--- config.mk ---
export PLATFORM = sky130hd
export DESIGN_NAME = neuron_feeder
export DESIGN_NICKNAME = d
export VERILOG_FILES = /design/src/rtl/neuron_feeder_pkg.sv /design/src/rtl/neuron_feeder_addr_gen.sv /design/src/rtl/neuron_feeder.sv
export SDC_FILE = /design/constraint.sdc
export NUM_CORES = 1
export LEC_CHECK = 0
export ABC_AREA = 1
export BUFFER_PORTS_ARGS = -buffer_cell sky130_fd_sc_hd__buf_2
export CORE_MARGIN = 2
export CORE_UTILIZATION = 30
export CTS_CLUSTER_SIZE = 14
export DETAILED_ROUTE_END_ITERATION = 6
export GPL_ROUTABILITY_DRIVEN = 0
export GPL_TIMING_DRIVEN = 0
export PLACE_DENSITY = 0.6
export SLEW_MARGIN = 20
export SYNTH_ARGS = -nofsm -noshare
export SYNTH_HDL_FRONTEND = slang
export SYNTH_SLANG_ARGS = --single-unit
--- constraint.sdc ---
create_clock -name clk -period 1.9 [get_ports clk]
set_input_delay 0.38 -clock clk [delete_from_list [all_inputs] [get_ports clk]]
set_output_delay 0.38 -clock clk [all_outputs]
set_load 0.02 [all_outputs]
--- src/rtl/neuron_feeder_pkg.sv ---
// Shared types and default sizing for the neuron feeder and its address generator.
package neuron_feeder_pkg;

  typedef enum logic [1:0] {
    IDLE  = 2'd0,
    RUN   = 2'd1,
    DRAIN = 2'd2,
    DONE  = 2'd3
  } feeder_state_t;

  localparam int DEF_IN_WIDTH    = 16;
  localparam int DEF_NUM_INPUTS  = 784;
  localparam int DEF_NUM_NEURONS = 10;
  localparam int DEF_DADDR_WIDTH = 10;
  localparam int DEF_WADDR_WIDTH = 13;
  localparam int DEF_BADDR_WIDTH = 4;

endpackage

--- src/rtl/neuron_feeder_addr_gen.sv ---
// Element / pass / weight-address counters for the neuron feeder; advance once per issued read.
module neuron_feeder_addr_gen
  import neuron_feeder_pkg::*;
#(
  parameter int NUM_INPUTS  = DEF_NUM_INPUTS,
  parameter int NUM_NEURONS = DEF_NUM_NEURONS,
  parameter int DADDR_WIDTH = DEF_DADDR_WIDTH,
  parameter int WADDR_WIDTH = DEF_WADDR_WIDTH,
  parameter int BADDR_WIDTH = DEF_BADDR_WIDTH
) (
  input  logic                   clk,
  input  logic                   rst_n,
  input  logic                   clear,
  input  logic                   issue,
  output logic [DADDR_WIDTH-1:0] elem,
  output logic [WADDR_WIDTH-1:0] waddr,
  output logic [BADDR_WIDTH-1:0] pass,
  output logic                   last_elem,
  output logic                   last_pass
);

  logic [DADDR_WIDTH-1:0] elem_r;
  logic [WADDR_WIDTH-1:0] waddr_r;
  logic [BADDR_WIDTH-1:0] pass_r;

  assign last_elem = (elem_r == DADDR_WIDTH'(NUM_INPUTS - 1));
  assign last_pass = (pass_r == BADDR_WIDTH'(NUM_NEURONS - 1));

  // counters; waddr runs on across passes, pass stays on the final pass once the frame ends
  always_ff @(posedge clk or negedge rst_n) begin
    if (!rst_n) begin
      elem_r  <= '0;
      waddr_r <= '0;
      pass_r  <= '0;
    end else if (clear) begin
      elem_r  <= '0;
      waddr_r <= '0;
      pass_r  <= '0;
    end else if (issue) begin
      waddr_r <= waddr_r + WADDR_WIDTH'(1);
      if (last_elem) begin
        elem_r <= '0;
        if (!last_pass) begin
          pass_r <= pass_r + BADDR_WIDTH'(1);
        end else begin
          pass_r <= pass_r;
        end
      end else begin
        elem_r <= elem_r + DADDR_WIDTH'(1);
      end
    end
  end

  assign elem  = elem_r;
  assign waddr = waddr_r;
  assign pass  = pass_r;

endmodule

--- src/rtl/neuron_feeder.sv ---
// Upstream sequencer for the serial MAC neuron: streams pixel/weight pairs and per-pass bias.
// Build option NEURON_FEEDER_GAP_EN inserts one bubble slot between consecutive passes.
module neuron_feeder
  import neuron_feeder_pkg::*;
#(
  parameter int IN_WIDTH    = DEF_IN_WIDTH,
  parameter int NUM_INPUTS  = DEF_NUM_INPUTS,
  parameter int NUM_NEURONS = DEF_NUM_NEURONS,
  parameter int DADDR_WIDTH = DEF_DADDR_WIDTH,
  parameter int WADDR_WIDTH = DEF_WADDR_WIDTH,
  parameter int BADDR_WIDTH = DEF_BADDR_WIDTH
) (
  input  logic                   clk,
  input  logic                   rst_n,
  input  logic                   start,
  input  logic                   stall,
  output logic [DADDR_WIDTH-1:0] data_addr,
  output logic [WADDR_WIDTH-1:0] weight_addr,
  output logic [BADDR_WIDTH-1:0] bias_addr,
  input  logic [IN_WIDTH-1:0]    data_rd,
  input  logic [IN_WIDTH-1:0]    weight_rd,
  input  logic [IN_WIDTH-1:0]    bias_rd,
  output logic [IN_WIDTH-1:0]    data_out,
  output logic [IN_WIDTH-1:0]    weight_out,
  output logic [IN_WIDTH-1:0]    bias_out,
  output logic                   out_valid,
  input  logic                   res_valid,
  output logic                   busy,
  output logic                   done,
  output logic [BADDR_WIDTH-1:0] pass_idx
);

  localparam logic [BADDR_WIDTH:0] RES_TARGET = (BADDR_WIDTH + 1)'(NUM_NEURONS);

  feeder_state_t state_r, state_nx_s;

  logic                   clear_s, issue_s, adv_s, frame_end_s, gap_s, res_inc_s;
  logic                   last_elem_s, last_pass_s;
  logic [DADDR_WIDTH-1:0] elem_s;
  logic [WADDR_WIDTH-1:0] waddr_s;
  logic [BADDR_WIDTH-1:0] pass_s;
  logic [BADDR_WIDTH:0]   res_cnt_r, res_cnt_nx_s;
  logic                   busy_r, done_r;
  logic                   issue_d_r, first_d_r, rd_vld_r, rd_first_r, out_valid_r;
  logic [DADDR_WIDTH-1:0] data_addr_r;
  logic [WADDR_WIDTH-1:0] weight_addr_r;
  logic [BADDR_WIDTH-1:0] bias_addr_r;
  logic [IN_WIDTH-1:0]    data_out_r, weight_out_r, bias_out_r;

  assign clear_s      = (state_r == IDLE) && start;
  assign issue_s      = (state_r == RUN) && !stall && !gap_s;
  assign adv_s        = issue_s && last_elem_s && !last_pass_s;
  assign frame_end_s  = issue_s && last_elem_s && last_pass_s;
  assign res_inc_s    = busy_r && res_valid;
  assign res_cnt_nx_s = res_cnt_r + {{BADDR_WIDTH{1'b0}}, res_inc_s};

  neuron_feeder_addr_gen #(
    .NUM_INPUTS  (NUM_INPUTS),
    .NUM_NEURONS (NUM_NEURONS),
    .DADDR_WIDTH (DADDR_WIDTH),
    .WADDR_WIDTH (WADDR_WIDTH),
    .BADDR_WIDTH (BADDR_WIDTH)
  ) u_addr_gen (
    .clk       (clk),
    .rst_n     (rst_n),
    .clear     (clear_s),
    .issue     (issue_s),
    .elem      (elem_s),
    .waddr     (waddr_s),
    .pass      (pass_s),
    .last_elem (last_elem_s),
    .last_pass (last_pass_s)
  );

`ifdef NEURON_FEEDER_GAP_EN
  logic gap_r;

  // bubble slot after each pass boundary; a stalled cycle does not use it up
  always_ff @(posedge clk or negedge rst_n) begin
    if (!rst_n) begin
      gap_r <= 1'b0;
    end else if (clear_s) begin
      gap_r <= 1'b0;
    end else if (adv_s) begin
      gap_r <= 1'b1;
    end else if ((state_r == RUN) && !stall) begin
      gap_r <= 1'b0;
    end
  end

  assign gap_s = gap_r;
`else
  assign gap_s = 1'b0;
`endif

  // next-state logic
  always_comb begin
    state_nx_s = state_r;
    case (state_r)
      IDLE: begin
        if (start) state_nx_s = RUN;
        else       state_nx_s = IDLE;
      end
      RUN: begin
        if (frame_end_s) state_nx_s = DRAIN;
        else             state_nx_s = RUN;
      end
      DRAIN: begin
        if (res_cnt_nx_s >= RES_TARGET) state_nx_s = DONE;
        else                            state_nx_s = DRAIN;
      end
      DONE:    state_nx_s = IDLE;
      default: state_nx_s = IDLE;
    endcase
  end

  // state, frame status and result counter
  always_ff @(posedge clk or negedge rst_n) begin
    if (!rst_n) begin
      state_r   <= IDLE;
      busy_r    <= 1'b0;
      done_r    <= 1'b0;
      res_cnt_r <= '0;
    end else begin
      state_r <= state_nx_s;
      busy_r  <= (state_nx_s == RUN) || (state_nx_s == DRAIN);
      done_r  <= (state_nx_s == DONE);
      if (clear_s) res_cnt_r <= '0;
      else         res_cnt_r <= res_cnt_nx_s;
    end
  end

  // read issue: address registers plus issue -> read-data valid pipeline
  always_ff @(posedge clk or negedge rst_n) begin
    if (!rst_n) begin
      data_addr_r   <= '0;
      weight_addr_r <= '0;
      bias_addr_r   <= '0;
      issue_d_r     <= 1'b0;
      first_d_r     <= 1'b0;
      rd_vld_r      <= 1'b0;
      rd_first_r    <= 1'b0;
    end else begin
      if (clear_s) begin
        data_addr_r   <= '0;
        weight_addr_r <= '0;
        bias_addr_r   <= '0;
      end else if (issue_s) begin
        data_addr_r   <= elem_s;
        weight_addr_r <= waddr_s;
        if (adv_s) bias_addr_r <= pass_s + BADDR_WIDTH'(1);
      end
      issue_d_r  <= issue_s;
      first_d_r  <= issue_s && (elem_s == '0);
      rd_vld_r   <= issue_d_r;
      rd_first_r <= first_d_r;
    end
  end

  // presentation registers; bias is taken alongside the first pair of each pass
  always_ff @(posedge clk or negedge rst_n) begin
    if (!rst_n) begin
      out_valid_r  <= 1'b0;
      data_out_r   <= '0;
      weight_out_r <= '0;
      bias_out_r   <= '0;
    end else begin
      out_valid_r <= rd_vld_r;
      if (rd_vld_r) begin
        data_out_r   <= data_rd;
        weight_out_r <= weight_rd;
      end
      if (rd_first_r) bias_out_r <= bias_rd;
    end
  end

  assign data_addr   = data_addr_r;
  assign weight_addr = weight_addr_r;
  assign bias_addr   = bias_addr_r;
  assign data_out    = data_out_r;
  assign weight_out  = weight_out_r;
  assign bias_out    = bias_out_r;
  assign out_valid   = out_valid_r;
  assign busy        = busy_r;
  assign done        = done_r;
  assign pass_idx    = pass_s;

endmodule

## Word-level counts from Yosys, hierarchy flattened

Cells that the tools add are included.

- Output and inout port bits: 82
- Word-level logic and storage cells: 70
- Flip-flop bits (word level): 116
- Bits of input ports: 53

- $lt $le $gt $ge: 1
- Equal/unequal tests: 9
- Add/subtract/negate cells: 4
- Reduce and logical (&&, ||, !) cells: 17
- Mux-type cells: 21

Operators by type and width:

| operator | count |
|---|---|
| $mux W13 | 4 |
| $mux W10 | 5 |
| $mux W4 | 7 |
| $add A13 B1 Y13 const B | 1 |
| $add A10 B1 Y10 const B | 1 |
| $eq A10 B10 Y1 const B | 1 |
| $logic_not A10 Y1 | 1 |
| $eq A2 B2 Y1 const B | 4 |
| $pmux W2 S4 | 1 |
| $logic_and A1 B1 Y1 | 7 |
| $reduce_bool A2 Y1 | 3 |
| $add A5 B1 Y5 | 1 |
| $ge A5 B4 Y1 const B | 1 |
| $mux W5 | 1 |
| $add A4 B1 Y4 const B | 1 |
| $eq A2 B1 Y1 const B | 2 |
| $eq A4 B4 Y1 const B | 1 |
| $reduce_and A3 Y1 | 1 |
| $logic_not A1 Y1 | 2 |
| $logic_not A2 Y1 | 1 |
| $mux W1 | 2 |
| $mux W2 | 1 |
| $ne A2 B2 Y1 const B | 1 |
| $reduce_and A2 Y1 | 1 |
| $logic_or A1 B1 Y1 | 1 |

## Logic depth before layout (Yosys ltp)

Gate-level depths: netlist of run 1.

- Depth in word-level cells: 8
- Gate-level depth with buffers: 12

## By module

Synthesis of run 1 repeated with hierarchy kept, for this count alone.

- Cell total of the unflattened synthesis: 516
- Area, all modules: 5328.9 sq um

Modules (own cells, without submodules):

| module | area an instance (sq um) | cells each | sequential area each (sq um) | instances |
|---|---|---|---|---|
| neuron_feeder | 3565.9 | 285 | 2227.1 | 1 |
| neuron_feeder_addr_gen | 1762.9 | 231 | 675.6 | 1 |

## Worst setup path after synthesis of run 1

No wires, ideal clock.

- Path type: register to register
- From: register busy_r, in the netlist busy
- To: register busy_r, in the netlist busy
- Cell stages (with the launch flop): 12
- Setup time: 126 ps
- Buffers on the path: 0
- Setup slack: 79 ps
- Required time: 1774 ps
- Data arrival time: 1695 ps
- Cell sequence: dfrtp_1 nand2_1 inv_1 ha_1 ha_1 xnor2_1 nand2_1 nand2_1 nand2_1 nand2_1 nand3_1 ha_1

- Word-level cells in the longest chain between the ends: 7
- Elaborated cells on any way between the ends: 8
- Those cells by class: add/sub: 1; order compare: 1; eq/ne: 2; mux: 2; reduce/logical: 2

RTL lines:

| what | RTL line | text |
|---|---|---|
| from (decl) | neuron_feeder.sv:43 | `logic busy_r, done_r;` |
| from (signal assigned) | neuron_feeder.sv:126 | `busy_r <= (state_nx_s == RUN) \|\| (state_nx_s == DRAIN);` |
| $logic_and A1 B1 Y1 (*) | neuron_feeder.sv:54 | `assign res_inc_s = busy_r && res_valid;` |
| $add A5 B1 Y5 (*) | neuron_feeder.sv:55 | `assign res_cnt_nx_s = res_cnt_r + {{BADDR_WIDTH{1'b0}}, res_inc_s};` |
| $ge A5 B4 Y1 (*) | neuron_feeder.sv:109 | `if (res_cnt_nx_s >= RES_TARGET) state_nx_s = DONE;` |
| $mux W1 (*) | neuron_feeder.sv:109 |  |
| $pmux W2 S4 (*) | neuron_feeder.sv:99 | `case (state_r)` |
| net state_nx_s[0] | neuron_feeder.sv:35 | `feeder_state_t state_r, state_nx_s;` |
| $eq A2 B1 Y1 / $eq A2 B2 Y1 (equally long branches) | neuron_feeder.sv:126 |  |
| $logic_or A1 B1 Y1 (*) | neuron_feeder.sv:126 |  |

The timed path passes the listed nets; every way through them passes the cells marked *.
A chain may end at the register's enable or synchronous reset.

## Worst setup path after layout of run 1

Ends and elaborated chain as after synthesis.

==> results of run 1 <==
==> cell families (layout without fill, tap and decap cells) <==
| logic type | after synthesis | after routing | share of synthesized area [%] |
|---|---|---|---|
| flops | 116 | 116 | 59.9 |
| compound gates | 42 | 42 | 4.70 |
| simple gates | 177 | 177 | 15.7 |
| mux | 48 | 48 | 11.1 |
| xor+xnor | 8 | 8 | 1.45 |
| buf+inv | 57 | 225 | 5.11 |
| fa+ha+maj | 8 | 8 | 2.06 |
==> cell usage after synthesis <==
| cell type | number |
|---|---|
| and2_1 | 1 |
| dfrtp_1 | 116 |
| clkbuf_1 | 2 |
| nor3_1 | 7 |
| nand2_2 | 2 |
| nand2_1 | 96 |
| a21boi_0 | 1 |
| mux2_2 | 46 |
| o21ai_0 | 26 |
| mux2_1 | 2 |
| nor3_4 | 1 |
| o21ai_1 | 3 |
| buf_2 | 9 |
| inv_1 | 39 |
| nand4_1 | 6 |
| xor2_1 | 6 |
| nand3_2 | 1 |
| buf_6 | 2 |
| xnor2_1 | 2 |
| inv_2 | 3 |
| nor2_2 | 3 |
| ha_1 | 8 |
| nor3b_1 | 1 |
| buf_4 | 2 |
| a22o_1 | 4 |
| a21oi_1 | 8 |
| nand3_1 | 25 |
| nor2_1 | 33 |
| nor4_1 | 1 |
==> cell type report <==
cell class,count,area (µm²),area share (%)
flip-flops and latches,116,2900,45.1
repair buffers,136,714,11.1
inverters,42,158,2.45
clock buffers,17,425,6.61
well taps,216,270,4.20
plain buffers,15,90.1,1.40
clock inverters,15,159,2.47
multi-input cells,283,1720,26.7
==> what timing repair did <==
action | CTS | global route
endpoints found under the setup margin | 0 | 2
gates resized for setup | 0 | 4
hold buffers | 1 | 0
hold endpoints to repair | 58 | 0
==> worst reg2reg max path: stages (launching register included) <==
cell and delay (ns):
dfrtp_1 0.38, nand2_1 0.07, inv_1 0.04, ha_2 0.19, ha_4 0.18, xnor2_2 0.15
nand2_1 0.08, nand2_1 0.06, nand2_1 0.05, nand2_1 0.05, nand3_1 0.11, ha_1 0.31
==> registers in the layout, indices dropped and copies added (netlist names), 2 cells and up <==
| register | count |
|---|---|
| u_addr_gen.pass | 4 |
| bias_out | 16 |
| u_addr_gen.elem | 10 |
| res_cnt_r | 5 |
| data_addr | 10 |
| state_r | 2 |
| weight_addr | 13 |
| weight_out | 16 |
| bias_addr | 4 |
| u_addr_gen.waddr | 13 |
| data_out | 16 |
==> per-stage QoR <==
step | area [µm²] | worst slack (ns)
finish | 6440 | 0.140
floorplan | 4850 | 0.0794
CTS | 6420 | 0.0166
global placement | 5790 | -0.892
global route | 6440 | 0.00276
detailed placement | 5820 | -0.0693
==> where the power goes <==
| part | internal (µW) | leakage (µW) | switching, µW |
|---|---|---|---|
| Clock | 1930 | 0.000268 | 1160 |
| Combinational | 1150 | 0.00150 | 1800 |
| Sequential | 3190 | 0.00147 | 433 |
==> worst paths after layout <==
check | startpoint | end | slack, ns | cells past startpoint
max reg2reg | busy$_DFF_PN0_ | busy$_DFF_PN0_ | 0.14 | 11
min | weight_rd[6] | weight_out[6]$_DFFE_PN0P_ | 0.19 | 2
max in group asynchronous | rst_n | u_addr_gen.elem[5]$_DFFE_PN0P_ | 0.71 | 3
min reg2reg | issue_d_r$_DFF_PN0_ | rd_vld_r$_DFF_PN0_ | 0.35 | 0
min in group asynchronous | rst_n | bias_out[3]$_DFFE_PN0P_ | 0.53 | 2
max | busy$_DFF_PN0_ | busy$_DFF_PN0_ | 0.14 | 11
==> placed cells by master, fill, tap and decap left out, drive strengths merged <==
master         n
nor2          36
bufinv         2
nand2         98
dlygate4sd3    1
buf          148
a22o           4
mux2          48
clkinvlp       6
nor4           1
nand4          6
clkinv         5
ha             8
inv           44
nor3b          1
dfrtp        116
a21oi          8
and2           1
o21ai         29
nor3           8
xor2           6
nand3         26
clkbuf        19
a21boi         1
xnor2          2
==> metal layers <==
metal | vias up | global-route usage (%) | wire length (µm)
li1 | 1804 | - | -
met3 | 14 | 4.55 | 666
met5 | - | 0 | 0
met1 | 1744 | 17.3 | 5130
met2 | 125 | 22.0 | 5290
met4 | 0 | 5.98 | 192
==> results.md, run 1 <==
- Seq/Total Area, Yosys: 59.9%
- Wire length per cell: about 13 µm
- Die Wd: roughly 130 µm
- Placed cell count: 807
- DRC Markers: 0
- Largest net degree at the start of global routing: 60
- Drt first pass iters: 4
- Vias per Instance: 4.39
- Die H: around 130 µm
- CP peak stage delay: 0.38 ns
- Initial Utilization: 30.6%
- Post-synth cell types: 29
- Min Tclk post-route: around 1.8 ns
- Post-detail-place hpwl: 8430 µm
- Fillers: roughly 1500
- Vias: 3687
- First-pass GRT wire length: 18900 µm
- Largest fanout on the critical path: 3
- Crit. End Element: flop
- Tot GR Track Use: 13.8%
- Worst slew margin: 62.4%
- Pwr per Cell Area: 1500 nW/µm²
- Post-CTS Setup Inserts: 0
- CTS H-tree lvls: 4
- CTS Buf Count: 17
- Share of layout cells above drive strength 1: 38.3%
- Layout area overhead: 32.8%
- Max-slew violations: 0
- Worst Hold Class: input pin to flop
- Top post-synthesis cells by area: dfrtp_1, mux2_2, nand2_1
- Flops & latches, synth: 116
- Crit-path most repeated cell: nand2_1
- Worst-path clk slew: around 0.06 ns
- Fin cells: 840
- Synthesized Nets: 517
- WP buf/inv: 1
- Row count: 46
- Status: finished, final reports clean
- Worst Tran Pin Value: 0.564 ns
- I/O pin cnt: 135
- Total Neg Setup Slack: 0 ns
- Starting DRT DRC Count: ~170
- Final ANT Viol Nets: 0
- Critical path launch point type: flop
- CTS root buf: clkbuf_16
- Maxcap violations: 0
- Design Power: 9670 µW
- Final setup vio count: 0
- CP Cell Sequence: nand2_1, inv_1, ha_2, ha_4, xnor2_2, nand2_1, nand2_1, nand2_1, nand2_1, nand3_1, ha_1
- Final worst-path cycle share: 92.6%
- Area leader, netlist: dfrtp_1
- Top cell type's share of synthesized area: 59.9%
- Port Buf Inserts: 134
- WP data required: around 2.2 ns
- Worst Path Arrival: between 2 and 2.5 ns
- CTS sink count: 116
- Clock buffer depth: 2
- Worst-Skew Late Latency: 0.41 ns
- Mapped cell area: 4850 µm²
- CTS tree: done
- Mapped Cells: roughly 460
- Setup Crit Path Kind: flop to flop
- Initial antenna violation count: 0
- Final Skew: 0.00497 ns
- Lkg Pwr: 0.00324 µW
- Hold WS: 0.191 ns
- Post-Route WL: 11300 µm
- Fmax achieved: 568 MHz
- Max VDD drop: 0.692 mV
- YS warnings: 0
- Slowest-stage cell, CP: dfrtp_1
- # nets final: 672
- Total congestion overflow: 0
- Crit path max-delay family: adder cells
- Placeable Area: 15800 µm²
- Final core occ: 40.7%
- Die ar.: 17200 µm²
- Inserted Diodes: 0
- Final Hold Fails: 0
- Vias in the first global route: approximately 3700
- RSZ-0062 raised after global routing: no
- Mean post-synth cell area: 10.6 µm²
Power figures use the tool's default switching activity.
==> run 2, diff against run 1 <==
CORE_ASPECT_RATIO = 0.7   (was default)
==> run 2 against run 1 <==
  * Critical path depth stayed put
  * First-iteration DRC count shrank 3.6%
  * Combinational power about the same
  * Global-route usage decreased by 0.16 points
  * Worst hold slack worse by 0.0046 ns
  * Power rose by 2.2%
  * Fmax rose by 0.60%
  * Sequential share of layout area down 0.21 points
  * Clock power rose by 5%
  * Routed wire length down 2.1%
  * Largest cell class unchanged
==> results.md, run 2 (synthesized netlist as in run 1, its figures left out) <==
- Starting DRT DRC Count: 159 (-3.6%)
- Row count: 38 (-17%)
- Maxcap violations: 0 (unchanged)
- Share of layout cells above drive strength 1: 38.2% (-0.12 points)
- Status: finished, final reports clean
- Layout area overhead: 33.4%
- Psw: 3290 µW (-3.2%)
- Top Metal Used: met4
- Worst-path clk slew: 0.05 ns (about the same)
- Worst Hold Class: input pin to flop
- CP peak stage delay: 0.37 ns (about the same)
- CTS Buf Count: 17 (unchanged)
- Int Pwr: 6590 µW (+5.0%)
- CTS tree: done
- Max-slew violations: 0 (unchanged)
- Setup Crit Path Kind: flop to flop
- Largest fanout on the critical path: 3 (unchanged)
- Worst-Skew Late Latency: 0.41 ns (about the same)
- Worst Path Arrival: 2.04 ns (about the same)
- Crit path max-delay family: adder cells
- CTS root buf: clkbuf_16
- Total congestion overflow: 0 (unchanged)
- Final setup margin: 0.151 ns (+0.0105 ns)
- Switch share: 33.3% (-1.8 points)
- Wire length per cell: 13.4 µm (-0.48%)
- WL met2: 4740 µm (-10%)
- Die ar.: 17200 µm² (about the same)
- Gate power share: 30.3% (-0.3 points)
- Final Hold Fails: 0 (unchanged)
- # nets final: 675 (+0.45%)
- Post-Route WL: 11000 µm (-2.1%)
- Met3 WL: 739 µm (+11%)
- Vias: 3634 (-1.4%)
- CP Cell Sequence: nand2_1, inv_1, ha_2, ha_4, xnor2_2, nand2_1, nand2_1, nand2_1, nand2_1, nand3_2, ha_1
- Slowest-stage cell, CP: dfrtp_1
- Vias in the first global route: 3726 (-0.35%)
- Commonest cells after routing, fill and taps aside: buf_2, dfrtp_1, nand2_1
- Die Wd: 156 µm (+19%)
- CTS H-tree lvls: 4 (unchanged)
- Tot GR Track Use: 13.7% (-0.16 points)
- Worst slew margin: 73.1% (+11 points)
- Initial Utilization: 31.0% (+0.36 points)
- Min Tclk post-route: 1.75 ns (-0.0105 ns)
- Final setup vio count: 0 (unchanged)
- Clock buffer depth: 2 (unchanged)
- Pwr per Cell Area: 1530 nW/µm² (+1.7%)
- Largest net degree at the start of global routing: 79 (+32%)
- Routed met1 length: 5450 µm (+6.2%)
- Worst Tran Pin Value: 0.403 ns (-0.162 ns)
- Drt first pass iters: 4 (unchanged)
- WP buf/inv: 1 (unchanged)
- I/O pin cnt: 135 (unchanged)
- First-pass GRT wire length: 18000 µm (-4.4%)
- Final ANT Viol Nets: 0 (unchanged)
- Max VDD drop: 0.628 mV (-9.3%)
- DRC Markers: 0 (unchanged)
- Post-detail-place hpwl: 8160 µm (-3.1%)
- Clock power share: 33.1% (+1.1 points)
- Placed cell count: 791 (-2.0%)
- Fmax achieved: 572 MHz (+0.60%)
- Setup slack at placement: -0.0405 ns (+0.0289 ns)
- Initial antenna violation count: 0 (unchanged)
- Crit-path most repeated cell: nand2_1
- Critical path launch point type: flop
- Lkg Pwr: 0.00329 µW (+1.4%)
- Most common cell after layout, fill and taps aside: buf_2
- Placeable Area: 15600 µm² (-1.2%)
- Vias per Instance: 4.40 (+0.23%)
- Fin cells: 826 (-1.7%)
- Seq pwr share: 36.6% (-0.8 points)
- CTS sink count: 116 (unchanged)
- WP data required: 2.19 ns (about the same)
- Die H: 110 µm (-16%)
- Final worst-path cycle share: 92.1% (-0.55 points)
- Inserted Diodes: 0 (unchanged)
- Crit. End Element: flop
- Port Buf Inserts: 134 (unchanged)
- Final Skew: 0.00717 ns (+0.00220 ns)
run 2: changes by cell type in the layout (fill, tap and decap cells not counted):
cell	delta
clkinvlp_4	-5
buf_4	+3
clkbuf_1	+3
bufinv_16	+2
clkinv_2	+2
clkinv_4	-2
inv_6	-2
clkbuf_8	+1
nand3_1	-1
nand3_2	+1
run 2: power groups by stage:
stage          combinational (µW)  sequential (µW)  clock [µW]
6_report                     2990             3620        3270
5_1_grt                      3290             3720        3480
4_1_cts                      2960             3610        3350
3_5_place_dp                 2940             3650           0
3_3_place_gp                 2880             3610           0
2_1_floorplan                1270             4260           0
run 2: final timing paths:
path	startpoint	to	slack, ns	cells past startpoint
min reg2reg	first_d_r$_DFF_PN0_	rd_first_r$_DFF_PN0_	0.35	0
max in group asynchronous	rst_n	bias_out[12]$_DFFE_PN0P_	0.75	3
max	busy$_DFF_PN0_	busy$_DFF_PN0_	0.15	11
min in group asynchronous	rst_n	u_addr_gen.pass[1]$_DFFE_PN0P_	0.45	2
min	weight_rd[5]	weight_out[5]$_DFFE_PN0P_	0.19	2
max reg2reg	busy$_DFF_PN0_	busy$_DFF_PN0_	0.15	11
run 2: what timing repair did:
| action | in CTS | in global routing |
|---|---|---|
| hold buffers | 1 | 0 |
| resized for setup | 0 | 5 |
| endpoints found under the hold margin | 38 | 0 |
| setup buffers | 0 | 3 |
| endpoints found under the setup margin | 0 | 2 |
run 2: routing by layer:
layer | vias up | global-route usage (%)
met4 | 0 | 5.05
met5 | - | 0
li1 | 1815 | -
met2 | 113 | 21.1
met3 | 10 | 4.93
met1 | 1696 | 17.8
run 2: area by class of cell:
| type | instances | area (µm²) |
|---|---|---|
| buffer | 15 | 90.1 |
| clock buffer | 21 | 450 |
| clock inverter | 10 | 156 |
| fill | 1514 | 9170 |
| inverter | 42 | 158 |
| multi-input combinational | 283 | 1730 |
| sequential | 116 | 2900 |
| tap | 200 | 250 |
| timing repair buffer | 139 | 737 |
run 2: stage by stage:
step           hold WS (ns)  util [%]  total power, µW  setup TNS [ns]  instance area [µm²]
6_report              0.186      41.4             9880               0                 6470
5_1_grt               0.165      41.4            10500         -0.0119                 6470
3_3_place_gp          0.338      36.9             6490         -109.53                 5770
3_5_place_dp          0.310      37.1             6600         -0.0405                 5800
4_1_cts               0.166      41.0             9920               0                 6420
2_1_floorplan        0.0844         -             5530               0                 4850
run 2: worst register-to-register path, stage by stage (launching register included):
cell and delay, ns:
dfrtp_1 0.37, nand2_1 0.06, inv_1 0.04, ha_2 0.19
ha_4 0.17, xnor2_2 0.18, nand2_1 0.07, nand2_1 0.07
nand2_1 0.05, nand2_1 0.07, nand3_2 0.08, ha_1 0.28
==> run 3, diff against run 2 <==
RECOVER_POWER = 25   (was default)
==> run 3 against run 2 <==
  * Critical path depth stayed put
  * Sequential power hardly changed
  * Setup slack better by 0.0052 ns
  * Clock power hardly changed
  * Clock skew hardly changed
  * Flip-flop and latch count stayed put
  * Global-route usage stayed put
  * Cell count stayed put
  * Non-clock buffer count stayed put
  * Sequential share of layout area is 0.16 points higher
  * Core utilization is 0.14 points lower
  * Worst hold slack hardly changed
  * Highest routed layer unchanged
==> results.md, run 3 (synthesized netlist as in run 1, its figures left out) <==
- Fmax achieved: 573 MHz (+0.30%)
- Largest net degree at the start of global routing: 79 (unchanged)
- Worst slew margin: 32.8% (-40 points)
- CTS Buf Count: 17 (unchanged)
- Worst-Skew Late Latency: 0.41 ns (about the same)
- Commonest cells after routing, fill and taps aside: buf_2, dfrtp_1, nand2_1
- Crit. End Element: flop
- # nets final: 675 (unchanged)
- CTS root buf: clkbuf_16
- Port Buf Inserts: 134 (unchanged)
- Worst-path clk slew: 0.05 ns (about the same)
- Final setup margin: 0.156 ns (+0.00525 ns)
- Starting DRT DRC Count: 159 (unchanged)
- Maxcap violations: 0 (unchanged)
- CTS H-tree lvls: 4 (unchanged)
- Total congestion overflow: 0 (unchanged)
- Worst Hold Class: input pin to flop
- Fillers: 1518 (+0.26%)
- Status: finished, final reports clean
- Pwr per Cell Area: 1530 nW/µm² (+0.26%)
- Lkg Pwr: 0.00328 µW (-0.29%)
- Die ar.: 17200 µm² (unchanged)
- Final ANT Viol Nets: 0 (unchanged)
- Max VDD drop: 0.626 mV (-0.27%)
- First-pass GRT wire length: 18000 µm (unchanged)
- Drt first pass iters: 4 (unchanged)
- Setup Crit Path Kind: flop to flop
- Vias per Instance: 4.41 (+0.28%)
- Clock buffer depth: 2 (unchanged)
- Layout area overhead: 33.0%
- DRC Markers: 0 (unchanged)
- Worst Path Arrival: 2.03 ns (about the same)
- I/O pin cnt: 135 (unchanged)
- Initial Utilization: 31.0% (unchanged)
- Vias in the first global route: 3726 (unchanged)
- Tot GR Track Use: 13.7% (unchanged)
- Inserted Diodes: 0 (unchanged)
- Setup slack at placement: -0.0405 ns (unchanged)
- Vias: 3644 (+0.28%)
- CTS sink count: 116 (unchanged)
- WP data required: 2.19 ns (about the same)
- Worst Tran Pin Value: 1.01 ns (+0.606 ns)
- Hold path depth: 2 (unchanged)
- Reg2reg setup slack: 0.16 ns (about the same)
- Final setup vio count: 0 (unchanged)
- Die Wd: 156 µm (unchanged)
- Register area: 2900 µm² (unchanged)
- Hold EP: weight_out[5]$_DFFE_PN0P_
- Final worst-path cycle share: 91.8% (-0.28 points)
- Post-detail-place hpwl: 8160 µm (unchanged)
- Final Skew: 0.00692 ns (-0.000243 ns)
- Max-slew violations: 0 (unchanged)
- Design Power: 9870 µW (about the same)
- Placeable Area: 15600 µm² (unchanged)
- Initial antenna violation count: 0 (unchanged)
- RR Endpoint: busy$_DFF_PN0_
- Hold WS: 0.186 ns (-0.000118 ns)
- Final Hold Fails: 0 (unchanged)
- Die H: 110 µm (unchanged)
- Most common cell after layout, fill and taps aside: buf_2
- Worst hold start: weight_rd[5]
- Share of layout cells above drive strength 1: 37.4% (-0.80 points)
- Largest fanout on the critical path: 3 (unchanged)
- Multi-input logic area: 1720 µm² (-0.43%)
- Wire length per cell: 13.3 µm (-0.33%)
- CTS tree: done
- Row count: 38 (unchanged)
- Post-Route WL: 11000 µm (-0.33%)
- Reg2reg start: busy$_DFF_PN0_
- Reg2Reg Depth: 11 (unchanged)
- Min Tclk post-route: 1.74 ns (-0.00525 ns)
- Critical path launch point type: flop
[run 3: metrics by stage]
step / util, % / cells / TNS (ns) / area (µm²)
after CTS: 41.0 / 823 / 0 / 6420
final: 41.2 / 826 / 0 / 6450
after global routing: 41.2 / 826 / -0.0119 / 6450
after floorplan: - / 456 / 0 / 4850
after detailed placement: 37.1 / 791 / -0.0405 / 5800
after global placement: 36.9 / 790 / -109.53 / 5770
[run 3: how the worst max path moves through the flow]
stage	cells past startpoint	start	slack, ns	to
global route	11	busy$_DFF_PN0_	-0.01	busy$_DFF_PN0_
global placement	1	rst_n	-0.96	bias_out[7]$_DFFE_PN0P_
detailed placement	12	res_valid	-0.04	busy$_DFF_PN0_
floorplan	11	busy$_DFF_PN0_	0.08	busy$_DFF_PN0_
finish	11	busy$_DFF_PN0_	0.16	busy$_DFF_PN0_
CTS	11	busy$_DFF_PN0_	0.03	busy$_DFF_PN0_
[run 3: power by group]
part	leakage [µW]	internal, µW	switching (µW)
Combinational	0.00151	1180	1790
Clock	0.000297	2210	1070
Sequential	0.00147	3190	429
[run 3: area by class of cell]
type	instances	share of cell area [%]
flip-flops and latches	116	45.0
multi-input cells	283	26.6
repair buffers	139	11.2
clock buffers	21	6.99
well taps	200	3.88
inverters	42	2.45
clock inverters	10	2.43
plain buffers	15	1.38
[run 3: worst max-delay path, cell delays in order, from the launching register on]
cell	delay, ns
dfrtp_1	0.37
nand2_1	0.06
inv_1	0.04
ha_2	0.19
ha_4	0.17
xnor2_2	0.18
nand2_1	0.07
nand2_1	0.07
nand2_1	0.05
nand2_1	0.06
nand3_2	0.08
ha_1	0.27
[run 3: metal layers]
layer | track usage [%] | vias up | wire, µm
met1 | 17.8 | 1711 | 5400
met5 | 0 | - | 0
li1 | - | 1812 | -
met4 | 5.05 | 0 | 114
met3 | 4.93 | 10 | 733
met2 | 21.1 | 111 | 4760
[run 3: repair_timing]
item	4_1_cts	5_1_grt
hold buffers	1	0
endpoints found under the hold margin	38	0
gates resized for setup	0	5
setup endpoints to repair	0	2
buffers inserted	0	3
